File: src/rtl/linear_layer_start_fifo_ctrl.sv
// linear_layer_start_fifo_ctrl: shift-register start-token FIFO with registered full/empty flags.
// Define START_FIFO_NUM_VALID_EN to expose the if_num_data_valid and if_fifo_cap ports.
module linear_layer_start_fifo_ctrl #(
  parameter int DATA_WIDTH = 1,
  parameter int ADDR_WIDTH = 1,
  parameter int DEPTH      = 2
) (
  input  logic                  clk,
  input  logic                  reset,
  input  logic                  if_write_ce,
  input  logic                  if_write,
  input  logic [DATA_WIDTH-1:0] if_din,
  output logic                  if_full_n,
  input  logic                  if_read_ce,
  input  logic                  if_read,
  output logic [DATA_WIDTH-1:0] if_dout,
  output logic                  if_empty_n
`ifdef START_FIFO_NUM_VALID_EN
  ,
  output logic [ADDR_WIDTH:0]   if_num_data_valid,
  output logic [ADDR_WIDTH:0]   if_fifo_cap
`endif
);
  localparam logic [ADDR_WIDTH:0] PTR_LAST = (ADDR_WIDTH+1)'(DEPTH - 2);
  logic [DATA_WIDTH-1:0] srl [DEPTH];
  logic [ADDR_WIDTH:0]   ptr;
  logic                  push, pop;
  assign push = if_write & if_write_ce & if_full_n;
  assign pop  = if_read & if_read_ce & if_empty_n;
  // ptr holds occupancy-1, so it directly addresses the oldest entry
  assign if_dout = srl[ptr[ADDR_WIDTH-1:0]];
  always_ff @(posedge clk) begin
    if (push) begin
      for (int i = DEPTH - 1; i > 0; i--) srl[i] <= srl[i-1];
      srl[0] <= if_din;
    end
  end
  always_ff @(posedge clk) begin
    if (reset) begin
      ptr        <= '1;
      if_full_n  <= 1'b1;
      if_empty_n <= 1'b0;
    end else if (push && !pop) begin
      ptr        <= ptr + 1'b1;
      if_empty_n <= 1'b1;
      if (ptr == PTR_LAST) if_full_n <= 1'b0;
    end else if (pop && !push) begin
      ptr       <= ptr - 1'b1;
      if_full_n <= 1'b1;
      if (ptr == '0) if_empty_n <= 1'b0;
    end
  end
`ifdef START_FIFO_NUM_VALID_EN
  assign if_num_data_valid = ptr + 1'b1;
  assign if_fifo_cap       = (ADDR_WIDTH+1)'(DEPTH);
`endif
endmodule

File: config.mk
export PLATFORM = sky130hd
export DESIGN_NAME = linear_layer_start_fifo_ctrl
export DESIGN_NICKNAME = d
export VERILOG_FILES = /design/src/rtl/linear_layer_start_fifo_ctrl.sv
export SDC_FILE = /design/constraint.sdc
export NUM_CORES = 1
export LEC_CHECK = 0
export ABC_AREA = 0
export CORE_AREA = 2 2 39 41
export CTS_CLUSTER_DIAMETER = 40
export DETAILED_ROUTE_END_ITERATION = 7
export DIE_AREA = 0 0 41 43
export PLACE_DENSITY = 0.55
export REMOVE_ABC_BUFFERS = 1
export SETUP_SLACK_MARGIN = 0.02
export SLEW_MARGIN = 40
export SYNTH_ARGS = -nofsm -noshare
export SYNTH_HDL_FRONTEND = slang
export SYNTH_SLANG_ARGS = --single-unit
File: constraint.sdc
create_clock -name clk -period 1.5 [get_ports clk]
set_input_delay 0.225 -clock clk [delete_from_list [all_inputs] [get_ports clk]]
set_output_delay 0.225 -clock clk [all_outputs]
set_load 0.02 [all_outputs]
Yosys cells after proc, flatten, opt, wreduce, memory -nomap -nowiden. Memory sizes are Yosys's and may differ from the RTL's. A register that Yosys moved wholly into a read port is not among the register bits. Cells that the tools add are included. Widths: inputs -> output; s select.

Logic and storage cells: 31. Output and inout port bits: 3. Flip-flop bits (word level): 4. RAM bits: 2. Memories kept: 1. Bits of input ports: 7.

Memories: srl (words 2, bits a word 1, rd ports 2, clocked after Yosys merged registers in 1, write ports 2, line 25) `logic [DATA_WIDTH-1:0] srl [DEPTH];`.

Bitwise operators: 4. Multiplexer cells: 11. Reductions and logical operators: 9. $add $sub $neg: 2. Eq/ne operators: 1.

Operators by type and width (number): $mux 1 (9); $and 1x1->1 (4); $mux 2 (2); $reduce_and 2->1 (2); $reduce_bool 2->1 (2); $add 2x1->2 const B (1); $logic_and 1x1->1 (2); $logic_not 1->1 (2); $logic_not 2->1 (1); $ne 2x1->1 const B (1); $sub 2x1->2 const B (1).

Longest topological paths before layout.
Word-level depth: 8. Gate-level depth with buffers: 6. Depth with buffers taken out: 6.

Worst setup path after synthesis. OpenSTA, ideal clock, no wires.

Path type: register to register. Start: register if_empty_n. End: register ptr[1]. Setup time: 127 ps. Cell stages (with the launch flop): 6. Clock period less this slack: 1538 ps. Arrival time: 1411 ps. Data required time: 1373 ps. Path buffers: 0. Setup slack: -38 ps. Cell sequence: dfxtp_1 > nand3_1 > ha_1 > xor2_1 > o21ai_0 > or3b_1.

Word-level cells in the longest chain between the ends: 4. Elaborated cells on any way between the ends: 6. Those cells by class: mux: 1; bitwise: 1; reduce/logical: 4.

Ends and longest elaborated chain: start, declared (line 17) `output logic if_empty_n`; start signal, assigned (line 42) `if_empty_n <= 1'b0;`; start signal, assigned (line 45) `if_empty_n <= 1'b1;`; start signal, assigned (line 50) `if (ptr == '0) if_empty_n <= 1'b0;`; $and 1x1->1 (*) (line 29) `assign pop = if_read & if_read_ce & if_empty_n;`; $logic_not 1->1 (line 43) `end else if (push && !pop) begin`; $logic_and 1x1->1 (line 43); $mux 2 or $reduce_bool 2->1 (tied branches); end signal, assigned (line 44) `ptr <= ptr + 1'b1;`; end signal, assigned (line 48) `ptr <= ptr - 1'b1;`; end, declared (line 26) `logic [ADDR_WIDTH:0] ptr;`.

Every way passes the cells marked *; elsewhere a longest branch is shown, timed or not. A chain may end at the register's enable or synchronous reset.

Worst setup path in the final report.
Start: register if_full_n. End: register if_empty_n.

Word-level cells in the longest chain between the ends: 5. Elaborated cells on any way between the ends: 8. Those cells by class: mux: 1; bitwise: 1; reduce/logical: 6.

Ends and longest elaborated chain: start, declared (line 13) `output logic if_full_n,`; start signal, assigned (line 41) `if_full_n <= 1'b1;`; start signal, assigned (line 46) `if (ptr == PTR_LAST) if_full_n <= 1'b0;`; start signal, assigned (line 49) `if_full_n <= 1'b1;`; $and 1x1->1 (*) (line 28) `assign push = if_write & if_write_ce & if_full_n;`; named net push (line 27) `logic push, pop;`; $logic_not 1->1 (line 47) `end else if (pop && !push) begin`; $logic_and 1x1->1 (line 47); $reduce_bool 2->1 (no source line); $reduce_and 2->1 (no source line).

The timed path passes the listed nets; every way through them passes the cells marked *.

==> flow_summary.toml <==
[critical_path]
crit_start = "if_full_n"
critPathKind = "reg -> reg"
crit_end = "if_empty_n"
max_stage_delay_ns = 0.33
cp.arrival_ns = 1.60
crit_chain = "nand3_4 -> inv_2 -> buf_4 -> ha_2 -> o21bai_2 -> a21bo_2 -> a21oi_1"
path_max_fanout = 3
worstRegToRegCells = 7
r2r-end = "if_empty_n"
rrSetupSlack_ns = 0.08
end_kind = "register"
start_kind = "register"
critPathRequiredTime_ns = 1.68
cp_slowest_cell = "dfxtp_2"
timing.rr.start = "if_full_n"

[final_layout]
layout_commonest_cell = "buf_4"
fin_cells = 65
fillers = 150
final_area_um2 = 560.5
diodes = 0
layout-drive-gt1-share = 0.4082
final_cell_mix = "buf_4, dlygate4sd2_1, inv_1, dfxtp_1, clkbuf_4"
finalNetCount = 60
area_growth_pct = 70.99

[route]
ant_nets = 0
via_count = 275
avgViaCountPerCell = 4.231
drt-initial-drc-count = 0
drt-pass1-iter-count = 1
wl_per_cell_um = 11.35
drcViolationCount = 0
wl_um = 738

[timing]
tightest_slew_ns = 0.2461
slew_headroom = 0.8357
drv_slew = 0
fin_crit_sh = 0.9458
hold_violations = 0
setup_viol = 0
rsz0062_at_grt = "false"
max_freq_mhz = 704.9
min_period_ns = 1.419
holdWs_ns = 0.4541
clock_skew_ns = 0.004127
tns_ns = 0

[die]
die_w_um = 41
core_area_um2 = 1384
io_pins = 10
die_h_um = 43
rows = 14
initial_core_util = 0.2369
dieArea_um2 = 1763

[synthesis]
ys_seq_area_frac = 0.4885
syn_area_per_cell_um2 = 10.57
synthesis.area_um2 = 327.8
yosys_warnings = 0
synthCells = 31
ys_types = 14
synth_seq_cells = 7

[placement]
gp_congestion = 0.7349
dpl.cell_count = 61
portBuffers = 9
place_area_um2 = 475.5
hpwl_um = 501.7

[clocking]
htree_num_levels = 1
cts_buffers = 3
clockBufferDepth = 2
cts_root_buffer = "clkbuf_4"
clk_latency_ns = 0.25
hold_buffers = 0
cts_tree = "done"
cts.sinks = 7
clkTransAtPathRegs_ns = 0.06

[power_and_ir_drop]
p_sw_uw = 108.8
power_density_nw_per_um2 = 809.9
p_int_uw = 345.1
fin_total_pwr_uw = 454.0
clkPwrFrac = 0.378
ir_drop_mv = 0.2442
seqPwrFrac = 0.470
combinationalPowerShare = 0.152
switching_share = 0.2398
power_leakage_nw = 0.2499

[grt]
gr-usage-all-layers = 0.08032
grt_antenna_before_repair = 0
grt_pass1_wl_um = 924
grt_pass1_vias = 228
grt_overflow = 0
grt_max_degree = 6

[min_path]
hold_class = "reg -> reg"

[job]
drv_cap = 0

[status]
outcome = "finished, final reports clean"
[how the worst min path moves through the flow]
| stage | end | start | slack (ns) | depth (start not counted) |
|---|---|---|---|---|
| 2_1_floorplan | if_empty_n | reset | 0.29 | 1 |
| 3_3_place_gp | srl[1] | srl[0] | 0.44 | 0 |
| 3_5_place_dp | srl[1] | srl[0] | 0.46 | 0 |
| 4_1_cts | srl[1] | srl[0] | 0.47 | 0 |
| 5_1_grt | srl[1] | srl[0] | 0.48 | 0 |
| 6_report | srl[1] | srl[0] | 0.45 | 0 |
[logic make-up (layout without fill, tap and decap cells)]
logic type,after synthesis,after routing,synth area share
xor+xnor,2,2,0.05344
buf+inv,4,22,0.04579
mux,1,1,0.03435
compound gates,6,6,0.1221
flops,7,7,0.4886
simple gates,8,8,0.1412
fa+ha+maj,3,3,0.1145
[stage by stage]
| step | util | worst slack, ns |
|---|---|---|
| after floorplan | - | -0.03824 |
| after global placement | 0.3436 | -0.3232 |
| after detailed placement | 0.3436 | -0.3158 |
| after CTS | 0.3743 | 0.01849 |
| after global routing | 0.4051 | 0.01693 |
| final | 0.4051 | 0.08128 |
[routing by layer]
layer | wire [µm] | share of wire | up-vias | track usage
li1 | - | - | 142 | -
met1 | 306 | 0.41 | 124 | 0.09968
met2 | 386 | 0.52 | 7 | 0.1125
met3 | 39 | 0.053 | 2 | 0.02094
met4 | 6 | 0.0081 | 0 | 0.06000
met5 | 0 | 0 | - | 0
[critical path, delay by kind of cell, from the launching register on]
kind	cells	cell delay [ns]
fa+ha+maj	1	0.18
simple gates	1	0.10
compound gates	3	0.55
flops	1	0.33
buf+inv	2	0.20
[layout make-up]
type | count | area, µm² | share of cell area
well taps | 16 | 20.02 | 0.03571
clock buffers | 4 | 26.28 | 0.04687
repair buffers | 14 | 127.6 | 0.2277
flip-flops and latches | 7 | 162.7 | 0.2902
multi-input cells | 20 | 209.0 | 0.3728
inverters | 4 | 15.01 | 0.02679
[what timing repair did]
item / CTS / global route
buffers inserted: 0 / 0
gates resized for setup: 11 / 10
cloned: 0 / 0
pin swaps: 1 / 3
endpoints found under the setup margin: 5 / 5
[power groups by stage]
stage               combinational, mW  sequential [mW]  clock, mW
floorplan                      0.0290            0.214          0
global placement               0.0608            0.215          0
detailed placement             0.0613            0.215          0
CTS                            0.0619            0.212      0.173
global route                   0.0758            0.215      0.179
finish                         0.0688            0.214      0.172
[synthesized netlist by cell type (all sizes together)]
cell type  number  area share
dfxtp           5        0.31
inv             4       0.046
ha              3        0.11
nand3           3       0.046
a21oi           2       0.031
edfxtp          2        0.18
nand2b          2       0.038
nor3            2       0.031
o21bai          2       0.046
xor2            2       0.053
a21bo           1       0.031
mux2            1       0.034
o21ai           1       0.015
or3b            1       0.027
No activity file was read; power rests on OpenSTA's default activity.
